$ cat src/rtl/quad_dp_pkg.sv
// Shared definitions for the polynomial datapath: widths, control-word layout
// and ALU / operand-select encodings.
package quad_dp_pkg;

   localparam int unsigned BITS   = 9;
   localparam int unsigned CTRL_W = 15;
   localparam int unsigned SEL_W  = 2;

   // Control word bit positions (multi-bit fields give their LSB)
   localparam int unsigned CTRL_LD_IN   = 14;
   localparam int unsigned CTRL_LD_T1   = 13;
   localparam int unsigned CTRL_LD_T2   = 12;
   localparam int unsigned CTRL_SRC_A   = 10;
   localparam int unsigned CTRL_SRC_B   = 8;
   localparam int unsigned CTRL_ALU_OP  = 6;
   localparam int unsigned CTRL_LD_Y    = 5;
   localparam int unsigned CTRL_CLR_OVF = 4;
   localparam int unsigned CTRL_SAT_EN  = 3;
   localparam int unsigned CTRL_HOLD    = 2;
   localparam int unsigned CTRL_RSVD    = 0;
   localparam int unsigned CTRL_RSVD_W  = 2;

   typedef enum logic [1:0] {
      OP_ADD  = 2'b00,
      OP_SUB  = 2'b01,
      OP_MUL  = 2'b10,
      OP_PASS = 2'b11
   } alu_op_e;

   typedef enum logic [1:0] {
      SRC_A_RA = 2'b00,
      SRC_A_RB = 2'b01,
      SRC_A_RX = 2'b10,
      SRC_A_T1 = 2'b11
   } src_a_e;

   typedef enum logic [1:0] {
      SRC_B_RX = 2'b00,
      SRC_B_RC = 2'b01,
      SRC_B_T1 = 2'b10,
      SRC_B_T2 = 2'b11
   } src_b_e;

endpackage

$ cat src/rtl/quad_dp_if.sv
// Operand, control and result bundle between the controller and the datapath.
interface quad_dp_if #(parameter int unsigned BITS = quad_dp_pkg::BITS);
   import quad_dp_pkg::*;

   logic [BITS-1:0]   in_a;
   logic [BITS-1:0]   in_b;
   logic [BITS-1:0]   in_c;
   logic [BITS-1:0]   in_x;
   logic [CTRL_W-1:0] control;
   logic              done;
   logic [BITS-1:0]   y_out;
   logic              out_valid;
   logic              ovf;

   modport master (
      output in_a, in_b, in_c, in_x, control, done,
      input  y_out, out_valid, ovf
   );

   modport slave (
      input  in_a, in_b, in_c, in_x, control, done,
      output y_out, out_valid, ovf
   );

endinterface

$ cat src/rtl/quad_dp_alu.sv
// Shared unsigned ALU: add/sub/mul/pass with overflow detect and optional clamp.
module quad_alu #(
   parameter int unsigned BITS = quad_dp_pkg::BITS
) (
   input  logic [BITS-1:0]     a,
   input  logic [BITS-1:0]     b,
   input  quad_dp_pkg::alu_op_e op,
   input  logic                sat_en,
   output logic [BITS-1:0]     result,
   output logic                ovf_now
);
   import quad_dp_pkg::*;

   localparam int unsigned PW = 2 * BITS;
   localparam logic [BITS-1:0] MAX_VAL = '1;

   logic [BITS:0] sum;
   logic [BITS:0] diff;
   logic [PW-1:0] prod;

   // Wide intermediates keep the carry, borrow and upper product bits
   always_comb begin
      sum     = {1'b0, a} + {1'b0, b};
      diff    = {1'b0, a} - {1'b0, b};
      prod    = PW'(a) * PW'(b);
      result  = a;
      ovf_now = 1'b0;
      case (op)
         OP_ADD: begin
            ovf_now = sum[BITS];
            result  = (ovf_now && sat_en) ? MAX_VAL : sum[BITS-1:0];
         end
         OP_SUB: begin
            ovf_now = diff[BITS];
            result  = (ovf_now && sat_en) ? '0 : diff[BITS-1:0];
         end
         OP_MUL: begin
            ovf_now = |prod[PW-1:BITS];
            result  = (ovf_now && sat_en) ? MAX_VAL : prod[BITS-1:0];
         end
         OP_PASS: begin
            ovf_now = 1'b0;
            result  = a;
         end
      endcase
   end

endmodule

$ cat src/rtl/quad_datapath.sv
// Polynomial datapath: operand/temporary registers around a shared ALU, with a
// registered result, a done-delayed valid pulse and a sticky overflow flag.
module quad_datapath #(
   parameter int unsigned BITS = quad_dp_pkg::BITS
) (
   input  logic      clk,
   input  logic      rst,
   quad_dp_if.slave  dp
);
   import quad_dp_pkg::*;

   logic [BITS-1:0] ra, rb, rc, rx, t1, t2, y_q;
   logic            valid_q, ovf_q;

   logic    ld_in, ld_t1, ld_t2, ld_y, clr_ovf, sat_en, hold;
   src_a_e  src_a;
   src_b_e  src_b;
   alu_op_e alu_op;
   logic    ctrl_unused;

   logic [BITS-1:0] opa_c, opb_c, alu_res_c;
   logic            alu_ovf_c, ovf_set_c;

   assign ld_in   = dp.control[CTRL_LD_IN];
   assign ld_t1   = dp.control[CTRL_LD_T1];
   assign ld_t2   = dp.control[CTRL_LD_T2];
   assign ld_y    = dp.control[CTRL_LD_Y];
   assign clr_ovf = dp.control[CTRL_CLR_OVF];
   assign sat_en  = dp.control[CTRL_SAT_EN];
   assign hold    = dp.control[CTRL_HOLD];
   assign src_a   = src_a_e'(dp.control[CTRL_SRC_A +: SEL_W]);
   assign src_b   = src_b_e'(dp.control[CTRL_SRC_B +: SEL_W]);
   assign alu_op  = alu_op_e'(dp.control[CTRL_ALU_OP +: SEL_W]);
   assign ctrl_unused = ^dp.control[CTRL_RSVD +: CTRL_RSVD_W];

   // Operand selection always reads pre-edge register contents
   always_comb begin
      opa_c = ra;
      opb_c = rx;
      case (src_a)
         SRC_A_RA: opa_c = ra;
         SRC_A_RB: opa_c = rb;
         SRC_A_RX: opa_c = rx;
         SRC_A_T1: opa_c = t1;
      endcase
      case (src_b)
         SRC_B_RX: opb_c = rx;
         SRC_B_RC: opb_c = rc;
         SRC_B_T1: opb_c = t1;
         SRC_B_T2: opb_c = t2;
      endcase
   end

   quad_alu #(.BITS(BITS)) u_alu (
      .a       (opa_c),
      .b       (opb_c),
      .op      (alu_op),
      .sat_en  (sat_en),
      .result  (alu_res_c),
      .ovf_now (alu_ovf_c)
   );

   assign ovf_set_c = (ld_t1 | ld_t2 | ld_y) & alu_ovf_c;

   // hold freezes every register except the done-to-valid delay
   always_ff @(posedge clk or posedge rst) begin
      if (rst) begin
         ra      <= '0;
         rb      <= '0;
         rc      <= '0;
         rx      <= '0;
         t1      <= '0;
         t2      <= '0;
         y_q     <= '0;
         valid_q <= 1'b0;
         ovf_q   <= 1'b0;
      end else begin
         valid_q <= dp.done;
         if (!hold) begin
            if (ld_in) begin
               ra <= dp.in_a;
               rb <= dp.in_b;
               rc <= dp.in_c;
               rx <= dp.in_x;
            end
            if (ld_t1) t1  <= alu_res_c;
            if (ld_t2) t2  <= alu_res_c;
            if (ld_y)  y_q <= alu_res_c;
            if (ovf_set_c)    ovf_q <= 1'b1;
            else if (clr_ovf) ovf_q <= 1'b0;
         end
      end
   end

   assign dp.y_out     = y_q;
   assign dp.out_valid = valid_q;
   assign dp.ovf       = ovf_q;

endmodule

$ cat src/flat_wrapper.sv
// flat-port wrapper written by rule: the top's interface ports become plain ports
module quad_datapath_flat import quad_dp_pkg::*;
#(
   parameter int unsigned BITS = quad_dp_pkg::BITS
)
  (clk, rst, dp_in_a, dp_in_b, dp_in_c, dp_in_x, dp_control, dp_done, dp_y_out, dp_out_valid, dp_ovf);
  quad_dp_if #(.BITS(BITS)) dp_i ();
  input  logic clk;
  input  logic rst;
  input wire logic [$bits(dp_i.in_a)-1:0] dp_in_a;
  input wire logic [$bits(dp_i.in_b)-1:0] dp_in_b;
  input wire logic [$bits(dp_i.in_c)-1:0] dp_in_c;
  input wire logic [$bits(dp_i.in_x)-1:0] dp_in_x;
  input wire logic [$bits(dp_i.control)-1:0] dp_control;
  input wire logic [$bits(dp_i.done)-1:0] dp_done;
  output wire logic [$bits(dp_i.y_out)-1:0] dp_y_out;
  output wire logic [$bits(dp_i.out_valid)-1:0] dp_out_valid;
  output wire logic [$bits(dp_i.ovf)-1:0] dp_ovf;
  assign dp_i.in_a = dp_in_a;
  assign dp_i.in_b = dp_in_b;
  assign dp_i.in_c = dp_in_c;
  assign dp_i.in_x = dp_in_x;
  assign dp_i.control = dp_control;
  assign dp_i.done = dp_done;
  assign dp_y_out = dp_i.y_out;
  assign dp_out_valid = dp_i.out_valid;
  assign dp_ovf = dp_i.ovf;
  quad_datapath #(.BITS(BITS)) u_core (.clk(clk), .rst(rst), .dp(dp_i));
endmodule
$ cat config.mk
export PLATFORM = sky130hd
export DESIGN_NAME = quad_datapath_flat
export DESIGN_NICKNAME = d
export VERILOG_FILES = /design/src/rtl/quad_dp_pkg.sv /design/src/rtl/quad_dp_if.sv /design/src/rtl/quad_dp_alu.sv /design/src/rtl/quad_datapath.sv /design/src/flat_wrapper.sv
export SDC_FILE = /design/constraint.sdc
export NUM_CORES = 1
export LEC_CHECK = 0
export BUFFER_PORTS_ARGS = -buffer_cell sky130_fd_sc_hd__buf_2
export CAP_MARGIN = 40
export CELL_PAD_IN_SITES_DETAIL_PLACEMENT = 0
export CELL_PAD_IN_SITES_GLOBAL_PLACEMENT = 1
export CORE_AREA = 2 2 147 149
export DETAILED_ROUTE_END_ITERATION = 8
export DIE_AREA = 0 0 149 151
export PLACE_DENSITY_LB_ADDON = 0.25
export SYNTH_ARGS = -nofsm -noshare
export SYNTH_HDL_FRONTEND = slang
export SYNTH_HIERARCHICAL = 1
export SYNTH_SLANG_ARGS = --single-unit
$ cat constraint.sdc
create_clock -name clk -period 7 [get_ports clk]
set_input_delay 0.35 -clock clk [delete_from_list [all_inputs] [get_ports clk]]
set_output_delay 0.35 -clock clk [all_outputs]
set_load 0.05 [all_outputs]
== Word level (Yosys, flattened, before mapping) ==
Index checks and enable logic that the tools add are counted.

* $add $sub $neg: 2
* Multipliers: 1
* Eq/ne operators: 9
* Mux-type cells: 9
* Bitwise operators: 4
* Reduce and logical (&&, ||, !) cells: 13

{| class="wikitable"
|+ Operators by type and width
! cell !! count
|-
| 9-bit case mux with 4 select lines || 3
|-
| 9-bit 2-to-1 mux || 3
|-
| 9-bit by 9-bit multiplier with 18-bit output || 1
|-
| 2-bit equality test (second input constant) || 6
|-
| 9-bit by 9-bit adder with 10-bit output || 1
|-
| 2-bit AND reduction || 5
|-
| 9-bit by 9-bit subtractor with 10-bit output || 1
|-
| 9-bit OR reduction || 1
|-
| 2-bit by 1-bit equality test with 1-bit output (second input constant) || 3
|-
| 2-bit logical NOT || 3
|-
| 1-bit case mux with 4 select lines || 1
|-
| 1-bit logical AND || 3
|-
| 1-bit 2-to-1 mux || 2
|-
| 1-bit bitwise OR || 2
|-
| 2-bit nonzero test || 1
|-
| 1-bit AND || 1
|-
| 1-bit NOT || 1
|}

* Flip-flop bits (word level): 65
* Bits of input ports: 54
* Output and inout port bits: 11
* Logic and storage cells: 47

== Longest topological paths before layout ==
Gate-level depths: netlist (run 1).

* Depth in word-level cells: 8
* Depth in mapped cells: 24
* Depth with buffers taken out: 23

== Hierarchy ==
The synthesis (run 1) kept the hierarchy.

{| class="wikitable"
|+ By module, submodules not included
! module !! instances !! cells an instance !! area an instance (µm²) !! seq. area each (µm²)
|-
| quad_alu || 1 || 492 || 3843.7 || 0.0
|-
| quad_datapath || 1 || 166 || 2986.6 || 1626.6
|}

== Least setup slack after synthesis (run 1) ==
No wires, ideal clock.

* Kind: input to register
* Start point: in dp_control[10]
* End point: reg u_core.t2[5]
* Setup time: 0.125 ns
* Arrival: 6.214 ns
* Required time: 6.875 ns
* Path slack: 0.661 ns
* Stages: 21
* Buffers on the path: 2
* Cell sequence: buf_2 > mux4_2 > clkdlybuf4s25_1 > and2_1 > fa_1 > inv_1 > fa_1 > inv_1 > fa_1 > inv_1 > fa_1 > inv_1 > ha_1 > o21a_1 > a2111oi_2 > nor4_1 > or4_1 > nor3_2 > o211a_4 > a221oi_2 > mux2_2

* Longest elaborated chain between the ends: 7
* Elaborated cells on any way between the ends: 16
* Classes of those cells: 2 x add/sub; 1 x mul; 3 x eq/ne; 5 x mux; 5 x reduce/logical

{| class="wikitable"
|+ RTL lines
! element !! RTL line !! text
|-
| start: declaration || flat_wrapper.sv:14 || <nowiki>input wire logic [$bits(dp_i.control)-1:0] dp_control;</nowiki>
|-
| 2-bit equality test (tied with other cells) || quad_datapath.sv:40 || <nowiki>case (src_a)</nowiki>
|-
| 9-bit case mux with 4 select lines * || quad_datapath.sv:40 ||
|-
| via u_core.opa_c[5] || quad_datapath.sv:21 || <nowiki>logic [BITS-1:0] opa_c, opb_c, alu_res_c;</nowiki>
|-
| 9-bit by 9-bit multiplier with 18-bit output || quad_dp_alu.sv:25 || <nowiki>prod = PW'(a) * PW'(b);</nowiki>
|-
| 9-bit OR reduction || quad_dp_alu.sv:38 || <nowiki>ovf_now = |prod[PW-1:BITS];</nowiki>
|-
| 1-bit logical AND || quad_dp_alu.sv:39 || <nowiki>result = (ovf_now && sat_en) ? MAX_VAL : prod[BITS-1:0];</nowiki>
|-
| 9-bit 2-to-1 mux || quad_dp_alu.sv:39 ||
|-
| 9-bit case mux with 4 select lines * || quad_dp_alu.sv:28 || <nowiki>case (op)</nowiki>
|-
| via u_core.alu_res_c[5] || quad_datapath.sv:21 ||
|-
| end signal: assignment || quad_datapath.sv:87 || <nowiki>if (ld_t2) t2 <= alu_res_c;</nowiki>
|-
| end: declaration || quad_datapath.sv:12 || <nowiki>logic [BITS-1:0] ra, rb, rc, rx, t1, t2, y_q;</nowiki>
|}

The timed path passes the listed nets; every way through them passes the cells marked *.
A chain may end at the register's enable or synchronous reset.

== Worst setup path in the final report (run 1) ==
* Start point: reg u_core.rx[5]
* End point: reg u_core.t2[7]

* Longest elaborated chain between the ends: 6
* Elaborated cells on any way between the ends: 13
* Classes of those cells: 2 x add/sub; 1 x mul; 6 x mux; 4 x reduce/logical

{| class="wikitable"
|+ RTL lines
! element !! RTL line !! text
|-
| start: declaration || quad_datapath.sv:12 ||
|-
| start signal: assignment || quad_datapath.sv:84 || <nowiki>rx <= dp.in_x;</nowiki>
|-
| 9-bit case mux with 4 select lines * || quad_datapath.sv:46 || <nowiki>case (src_b)</nowiki>
|-
| via u_core.opb_c[5] || quad_datapath.sv:21 ||
|-
| 9-bit by 9-bit multiplier with 18-bit output || quad_dp_alu.sv:25 ||
|-
| 9-bit OR reduction || quad_dp_alu.sv:38 ||
|-
| 1-bit logical AND || quad_dp_alu.sv:39 ||
|-
| 9-bit 2-to-1 mux || quad_dp_alu.sv:39 ||
|-
| 9-bit case mux with 4 select lines * || quad_dp_alu.sv:28 ||
|-
| via u_core.alu_res_c[7] || quad_datapath.sv:21 ||
|}

Marked as above.

==> results_dict.tcl, run 1 <==
set metrics [dict create \
    synth_xor_area_share_pct 1.41 \
    finalSetupTns_ps 0 \
    worstPathMaxFanout 8 \
    antenna_found_initial 0 \
    wirelength_um 18900 \
    clock_sinks 65 \
    place_hpwl_um 14800 \
    avgRoutedWirePerCell_um 18.9 \
    portBuffers 62 \
    timing.final.max_slew_violations 0 \
    yosys_warnings 6 \
    crit_type "reg -> reg" \
    num_rows 53 \
    drive_above_1_share_pct 28.7 \
    netlist_area_mm2 0.00683 \
    grt_max_degree 66 \
    fin_crit_sh_pct 91.6 \
    ant_nets 0 \
    regArea_mm2 0.00163 \
    synth_cells 658 \
    arrival_ps 6690 \
    finalCriticalPeriod_ps 6410 \
    synth-seq-cells 65 \
    synth_fa_ha_area_share_pct 25.5 \
    seq_area_frac_synth_pct 23.8 \
    required_ps 7270 \
    mostFrequentLayoutCells "inv_1, nand2_1, dfrtp_1" \
    syn_avg_cell_area_um2 10.4 \
    clk_pin_slew_ps 50 \
    finalClockSkew_ps 4.89 \
    synth_simple_gate_area_share_pct 11.4 \
    final_common_cell "inv_1" \
    clkLatencyLatePin_ps 330 \
    htreeDepth 3 \
    status "finished clean" \
    num_io_pins 65 \
    clk_path_buf_depth 2 \
    grt_pass1_wl_um 29900 \
    core_area_mm2 0.0208 \
    post_cts_buffers 0 \
    gp_congestion 0.822 \
    first_pass_iters 6 \
    yosys-mux-area-fraction_pct 18.3 \
    max_freq_ghz 0.156 \
    synth_top_family_by_area "adder cells" \
    cap_violations 0 \
    diodes 0 \
    grt_pass1_vias 5345 \
    endpoint_kind "flip-flop" \
    grt_remaining_overflow 0 \
    via_count 5161 \
    die_h_um 151 \
    hold_viol 0 \
    max_slew.worst_pin.slew_ps 812 \
    drcViolationCount 0 \
    routed_via_density 5.15 \
    synth_compound_area_share_pct 11.8 \
    synth_edf_count 0 \
    start_util_pct 32.8 \
    num-fill-cells 2126 \
    synth.distinct_cells 66 \
    die-area_mm2 0.0225 \
    min_path_type "in -> reg" \
    areaGrowthSynthToFinish_pct 13.3 \
    async_flop_share_pct 100 \
    cts_tree "yes" \
    synthFlopType "dfrtp_1" \
    multi_input_area_mm2 0.00468 \
    fp.dieW_um 149 \
    syn-num-nets 820 \
    cts_resized 0 \
    slew_headroom_pct 45.9 \
    drt_iter0_drc 295 \
    setup_viol 0 \
    clockRootBuffer "clkbuf_16" \
    nets 884 \
    worstSetupStartpointType "flip-flop" \
    rsz0062_at_grt "false" \
    regToRegSetupSlack_ps 590 \
    hold_buffers 0 \
    cts_made_buffers 9 \
    grt.total_usage_pct 17.4 \
]
## cell families after synthesis
family                     after synthesis
muxes                                   83
DFF                                     65
AOI/OAI and AO/OA                      110
buffers and inverters                  121
and+or+nand+nor                        160
adders and majority gates              108
xor gates and xnor gates                11
## state kept, by name, indices dropped and copies added, names as in the netlist
name                 cells
u_core/dp.out_valid      1
u_core/ra                9
u_core/t1                9
u_core/rc                9
u_core/t2                9
u_core/dp.ovf            1
u_core/dp.y_out          9
u_core/rb                9
u_core/rx                9
## worst max-delay path, cell delays in order (launching register included)
cell,delay [ps]
dfrtp_1,420
mux4_2,590
and2_1,200
fa_1,510
inv_1,50
fa_1,470
inv_1,50
fa_1,540
inv_1,70
fa_1,540
inv_1,40
ha_1,380
a21oi_1,220
o22ai_1,140
or3_1,380
and3_2,200
o21ai_1,170
nor3_2,50
buf_4,150
o211a_4,310
a221oi_2,580
mux2_2,260
## per-layer routing
metal / routed length [um] / GRT usage [%]
met5: 0 / 0
met4: 422 / 5.90
met3: 609 / 1.93
met2: 9460 / 29.9
met1: 8400 / 22.8
## cell type report
class	count	share of cell area, %
clock buffers	11	3.14
inverters	95	4.61
well taps	275	4.45
clock inverters	5	0.711
multi-input cells	472	60.4
flip-flops and latches	65	21.0
repair buffers	79	5.66
## worst paths after layout
| path | startpoint | to | cells after the start |
|---|---|---|---|
| worst min register to register | u_core/dp.ovf | u_core/dp.ovf | 1 |
| worst max-delay path | u_core/rx[5] | u_core/t2[7] | 21 |
| min in group asynchronous | rst | u_core/dp.y_out[1] | 3 |
| max in group asynchronous | rst | u_core/rb[4] | 3 |
| worst max register to register | u_core/rx[5] | u_core/t2[7] | 21 |
| worst min-delay path | dp_done | u_core/dp.out_valid | 1 |
## cells in the mapped netlist (3+ instances only)
master	count	area, um^2
buf_6	5	56.3
ha_1	56	701
nor2_1	22	82.6
nand2b_1	7	43.8
a21o_1	4	30.0
a221oi_2	5	75.1
nor2b_1	5	31.3
clkbuf_8	3	41.3
xnor2_1	7	61.3
buf_2	5	25.0
a21oi_1	25	125
o21ai_0	21	105
clkbuf_1	12	45.0
and2_1	19	119
dfrtp_1	65	1630
a211oi_1	4	30.0
or2_2	7	43.8
fa_1	52	1040
nand2_1	70	263
mux4_2	18	405
o21a_1	8	60.1
mux2_2	33	372
a31oi_1	4	25.0
inv_1	94	353
xor2_1	4	35.0
nand3_1	8	40.0
o211ai_1	4	30.0
a21oi_2	5	43.8
mux2_4	30	450
or3_1	4	25.0
nor3_1	5	25.0
## per-stage QoR
| step | utilization, % | worst slack [ps] | hold slack [ps] | cell area, um^2 | std cells |
|---|---|---|---|---|---|
| 4_1_cts | 37.2 | 608 | 109 | 7740 | 1002 |
| 3_3_place_gp | 35.7 | 296 | 461 | 7430 | 985 |
| 6_report | 37.2 | 586 | 122 | 7740 | 1002 |
| 2_1_floorplan | - | 661 | 381 | 6830 | 658 |
| 5_1_grt | 37.2 | 347 | 109 | 7740 | 1002 |
| 3_5_place_dp | 35.7 | 273 | 459 | 7440 | 986 |
Power of run 1 is left out: the tool's default activity adds up to more than one toggle a clock period on the data nets, which glitch-free logic cannot reach.
==> inputs of run 2 (changes only) <==
--- a/config.mk
+++ b/config.mk
@@ -5,13 +5,14 @@
 export SDC_FILE = /design/constraint.sdc
 export NUM_CORES = 1
 export LEC_CHECK = 0
+export ABC_AREA = 1
 export BUFFER_PORTS_ARGS = -buffer_cell sky130_fd_sc_hd__buf_2
 export CAP_MARGIN = 40
 export CELL_PAD_IN_SITES_DETAIL_PLACEMENT = 0
 export CELL_PAD_IN_SITES_GLOBAL_PLACEMENT = 1
-export CORE_AREA = 2 2 147 149
+export CORE_AREA = 2 2 150 152
 export DETAILED_ROUTE_END_ITERATION = 8
-export DIE_AREA = 0 0 149 151
+export DIE_AREA = 0 0 152 154
 export PLACE_DENSITY_LB_ADDON = 0.25
 export SYNTH_ARGS = -nofsm -noshare
 export SYNTH_HDL_FRONTEND = slang
==> constraint.sdc (replaced) <==
create_clock -name clk -period 6.45 [get_ports clk]
set_input_delay 0.3225 -clock clk [delete_from_list [all_inputs] [get_ports clk]]
set_output_delay 0.3225 -clock clk [all_outputs]
set_load 0.05 [all_outputs]
==> run 2 against run 1 <==
Net effect: worst setup slack improved by 310 ps; non-clock buffer count grew 4; via count increased by 18%; utilization decreased by 0.56 points; maximum frequency grew 15%; clock skew rose by 4.9 ps; synthesized area rose by 4.1%; critical path type unchanged.
==> results_dict.tcl, run 2 <==
set metrics [dict create \
    status "finished clean" \
    finalClockSkew_ps 9.77 \
    clock_sinks 65 \
    num_io_pins 65 \
    netlist_top_cells_count "nand2_1, inv_1, nand3_1, dfrtp_1, ha_1" \
    wirelength_um 19200 \
    slew_headroom_pct 45.8 \
    synth_top_family_by_area "simple AND/OR/NAND/NOR gates" \
    drive_above_1_share_pct 14.0 \
    drcViolationCount 0 \
    gp_congestion 0.837 \
    drt_iter0_drc 322 \
    power_frac_clock_pct 16.5 \
    core_area_mm2 0.0217 \
    crit_buf_inv 7 \
    place_ws_ps 574 \
    crit_top_cell "nand2_1" \
    async_flop_share_pct 100 \
    start_util_pct 32.8 \
    die_h_um 154 \
    syn-num-nets 1146 \
    power.density_mw_per_mm2 371 \
    synth.most_common_cell "nand2_1" \
    synth_simple_gate_area_share_pct 30.8 \
    fin_crit_sh_pct 86.1 \
    grt_pass1_vias 6099 \
    reg2reg_from "u_core/t1[5]" \
    sequentialPowerShare_pct 19.3 \
    portBuffers 62 \
    finalCriticalPeriod_ps 5560 \
    synth-seq-cells 65 \
    cap_violations 0 \
    timing.final.max_slew_violations 0 \
    synth.distinct_cells 40 \
    worstSetupStartpointType "flip-flop" \
    max_slew.worst_pin.slew_ps 813 \
    mostFrequentLayoutCells "nand2_1, inv_1, nand3_1" \
    cts_tree "yes" \
    clk_pin_slew_ps 60 \
    p_sw_share_pct 50.5 \
    yosys.area.top_type "dfrtp_1" \
    fp.dieW_um 152 \
    worstHoldStart "dp_done" \
    path_delay_family "adder cells" \
    yosys_warnings 6 \
    peakVddDrop_v 0.000163 \
    required_ps 6660 \
    rsz0062_at_grt "false" \
    post_cts_buffers 0 \
    ant_nets 0 \
    finalSetupTns_ps 0 \
    diodes 0 \
    cp_slowest_stage_delay_ps 530 \
    synth_cells 984 \
    grt_pass1_wl_um 32200 \
    nets 1192 \
    power_uw 2950 \
    cts_made_buffers 9 \
    netlist_area_mm2 0.00711 \
    worstPathMaxFanout 9 \
    synth_top_area_share_pct 22.9 \
    hold_buffers 0 \
    areaGrowthSynthToFinish_pct 11.7 \
    arrival_ps 5760 \
    place_hpwl_um 15700 \
    seq_area_frac_synth_pct 22.9 \
    die-area_mm2 0.0234 \
    syn_avg_cell_area_um2 7.23 \
    synth_compound_area_share_pct 6.81 \
    avgRoutedWirePerCell_um 14.6 \
    endpoint_kind "flip-flop" \
    antenna_found_initial 0 \
    grt.total_usage_pct 17.0 \
    power_frac_comb_pct 64.2 \
    final_cells 1315 \
    cp-startpoint "u_core/t1[5]" \
    leakage_uw 0.00436 \
    cp_slowest_cell "fa_1" \
    synth_fa_ha_area_share_pct 24.5 \
    synth_edf_count 0 \
    dp_cells 1299 \
    crit_type "reg -> reg" \
    synth_xor_area_share_pct 1.85 \
    power_switching_uw 1490 \
    final_core_util_pct 36.6 \
    clk_path_buf_depth 2 \
    htreeDepth 3 \
    cts_resized 0 \
    grt_max_degree 66 \
    final_common_cell "nand2_1" \
    setup_ws_ps 894 \
    via_count 6091 \
    clkLatencyLatePin_ps 330 \
    synth_area_leaders "dfrtp_1, nand2_1, fa_1" \
    clockRootBuffer "clkbuf_16" \
    min_path_type "in -> reg" \
    setup_viol 0 \
    hold_viol 0 \
    synthFlopType "dfrtp_1" \
    first_pass_iters 5 \
    num_rows 54 \
    grt_remaining_overflow 0 \
    routed_via_density 4.63 \
    yosys-mux-area-fraction_pct 0 \
    max_freq_ghz 0.180 \
    p_int_uw 1460 \
]
[run 2: cell count changes after synthesis, sizes merged, moves of 7 or more]
| cell | delta |
|---|---|
| nor2 | +11 |
| inv | +76 |
| mux4 | -18 |
| nand4 | +22 |
| nand2b | -7 |
| nand2 | +247 |
| buf | +13 |
| xor2 | +7 |
| nand3 | +108 |
| o21a | -8 |
| clkbuf | +10 |
| and2 | -19 |
| mux2 | -63 |
| o21ai | +11 |
[run 2: layout make-up]
class / instances / area (um^2)
Tap cell: 280 / 350
Sequential cell: 65 / 1630
Inverter: 171 / 644
Multi-Input combinational cell: 700 / 4550
Timing Repair Buffer: 83 / 468
Clock inverter: 7 / 76.3
Fill cell: 2370 / 13700
Clock buffer: 9 / 225
[run 2: power groups by stage]
stage	combinational [uW]	clock, uW	sequential [uW]
6_report	1890	488	569
5_1_grt	2170	522	579
4_1_cts	1930	505	571
3_5_place_dp	1920	0	576
3_3_place_gp	1920	0	575
2_1_floorplan	1380	0	624
[run 2: cells by family (layout without fill, tap and decap cells)]
group,after synthesis,in the layout
xor+xnor,15,15
flops,65,65
compound gates,77,77
buf+inv,219,270
simple gates,500,500
fa+ha+maj,108,108
[run 2: layer usage]
layer  global-route usage [%]  vias up  routed length, um
li1                         -     3171                  -
met4                     2.71        0                144
met2                     28.2      114               8780
met3                     2.14        7                713
met5                        0        -                  0
met1                     24.1     2799               9590
[run 2: metrics by stage]
stage                     hold WS, ps  cell area [um^2]
after global routing             85.1              7940
after CTS                        85.9              7940
after floorplan                   354              7110
after detailed placement          437              7640
after global placement            430              7640
final                            95.8              7940
[run 2: final timing paths]
kind,depth (start not counted),endpoint,slack (ps)
hold / removal,1,u_core/dp.out_valid,100
hold reg to reg,2,u_core/rb[2],470
setup reg to reg,30,u_core/t1[4],890
min in group asynchronous,3,u_core/dp.out_valid,220
setup / recovery,30,u_core/t1[4],890
max in group asynchronous,3,u_core/rb[2],5690
[run 2: worst reg2reg max path, delay by kind of cell (launching register included)]
family	cells	cell delay, ps
flops	1	420
simple gates	15	1600
buf+inv	7	740
compound gates	3	310
fa+ha+maj	5	2360
Power figures use the tool's default switching activity.
==> inputs of run 3 (changes only) <==
--- a/config.mk
+++ b/config.mk
@@ -13,6 +13,7 @@
 export CORE_AREA = 2 2 150 152
 export DETAILED_ROUTE_END_ITERATION = 8
 export DIE_AREA = 0 0 152 154
+export GPL_TIMING_DRIVEN = 0
 export PLACE_DENSITY_LB_ADDON = 0.25
 export SYNTH_ARGS = -nofsm -noshare
 export SYNTH_HDL_FRONTEND = slang
==> run 3 against run 2 <==
Net effect: final cell count rose by 1.7%; clock-buffer cell count did not move; hold slack improved by 3.5 ps; first-iteration DRC count fell by 11%; combinational power barely moved.
==> results_dict.tcl, run 3 (synthesized netlist as in run 2, its figures left out) <==
set metrics [dict create \
    worstSetupStartpointType "input pin" \
    grt_remaining_overflow 0 \
    die_h_um 154 \
    grt_max_degree 66 \
    timing.final.max_slew_violations 0 \
    hold_viol 0 \
    die-area_mm2 0.0234 \
    grt_pass1_vias 6291 \
    areaGrowthSynthToFinish_pct 13.3 \
    htreeDepth 3 \
    num_rows 54 \
    dpl_cell_area_mm2 0.00775 \
    leakage_uw 0.00439 \
    post_cts_buffers 0 \
    mostFrequentLayoutCells "nand2_1, inv_1, nand3_1" \
    finalCriticalPeriod_ps 5900 \
    finalSetupTns_ps 0 \
    cts_tree "yes" \
    min_path_type "in -> reg" \
    peakVddDrop_v 0.000172 \
    cts_made_buffers 9 \
    required_ps 6660 \
    drive_above_1_share_pct 13.7 \
    place_hpwl_um 16400 \
    portBuffers 57 \
    clk_path_buf_depth 2 \
    start_util_pct 32.8 \
    max_freq_ghz 0.170 \
    cp_slowest_cell "fa_1" \
    drcViolationCount 0 \
    power.density_mw_per_mm2 368 \
    place_ws_ps 152 \
    clkLatencyLatePin_ps 340 \
    num_io_pins 65 \
    rsz0062_at_grt "false" \
    stdcell_area_mm2 0.00806 \
    first_pass_iters 5 \
    cp_slowest_stage_delay_ps 560 \
    ant_nets 0 \
    clk_pin_slew_ps 60 \
    finalClockSkew_ps 11.8 \
    max_slew.worst_pin.slew_ps 796 \
    antenna_found_initial 0 \
    clock_sinks 65 \
    num-fill-cells 2330 \
    arrival_ps 6110 \
    drt_iter0_drc 286 \
    cts_resized 0 \
    fin_crit_sh_pct 91.5 \
    hold_buffers 0 \
    setup_ws_ps 550 \
    final_common_cell "nand2_1" \
    via_count 6274 \
    worstPathMaxFanout 10 \
    crit_top_cell "nand2_1" \
    clockRootBuffer "clkbuf_16" \
    crit_type "in -> reg" \
    endpoint_kind "flip-flop" \
    power_uw 2970 \
    cap_violations 0 \
    slew_headroom_pct 46.9 \
    nets 1214 \
    status "finished clean" \
    grt_pass1_wl_um 33300 \
    hold_slack_ps 99.4 \
    diodes 0 \
    grt.total_usage_pct 17.8 \
    routed_via_density 4.69 \
    setup_viol 0 \
    gp_congestion 0.877 \
    core_area_mm2 0.0217 \
    avgRoutedWirePerCell_um 15.1 \
    wirelength_um 20200 \
    fp.dieW_um 152 \
]
run 3: cell count changes in the layout (fill, tap and decap cells not counted), sizes merged:
| cell | before | now |
|---|---|---|
| clkinv | 2 | 3 |
| clkinvlp | 2 | 1 |
| buf | 83 | 80 |
| clkbuf | 9 | 34 |
run 3: worst max-delay path: cells and delay by family:
kind	cells	cell delay, ps
buffers and inverters	6	980
AO/OA/AOI/OAI	3	300
AND/OR/NAND/NOR	16	1980
adder cells (fa/ha/maj)	5	2460
run 3: layout make-up:
class                           count  area (um^2)  share of cell area (%)
Clock inverter                      7         83.8                    1.04
Multi-Input combinational cell    700         4550                    56.5
Clock buffer                        9          225                    2.80
Tap cell                          280          350                    4.35
Sequential cell                    65         1630                    20.2
Inverter                          171          647                    8.03
Timing Repair Buffer               57          285                    3.54
Buffer                             48          289                    3.59
run 3: per-stage QoR:
step / util, % / instances
final: 37.2 / 1337
after CTS: 37.2 / 1337
after global routing: 37.2 / 1337
after detailed placement: 35.7 / 1321
after global placement: 35.7 / 1321
after floorplan: - / 984
run 3: routing by layer:
| metal | GRT usage, % | wire length (um) | vias up |
|---|---|---|---|
| met5 | 0 | 0 | - |
| met4 | 3.47 | 271 | 0 |
| met3 | 2.37 | 720 | 23 |
| met2 | 30.1 | 9330 | 126 |
| met1 | 24.5 | 9900 | 2920 |
| li1 | - | - | 3205 |
run 3: path summary, 6_finish.rpt:
kind,start,to,slack [ps],depth (start not counted)
setup / recovery,dp_control[10],u_core/t1[6],550,30
hold / removal,dp_done,u_core/dp.out_valid,100,1
setup reg to reg,u_core/t1[1],u_core/t1[6],620,28
hold reg to reg,u_core/rb[8],u_core/rb[8],470,2
max in group asynchronous,rst,u_core/ra[0],5780,2
min in group asynchronous,rst,u_core/dp.out_valid,150,2
run 3: where the power goes:
| part | internal, uW | total (uW) | switching [uW] |
|---|---|---|---|
| logic | 659 | 1890 | 1230 |
| registers | 497 | 570 | 72.8 |
| clock network | 306 | 507 | 201 |
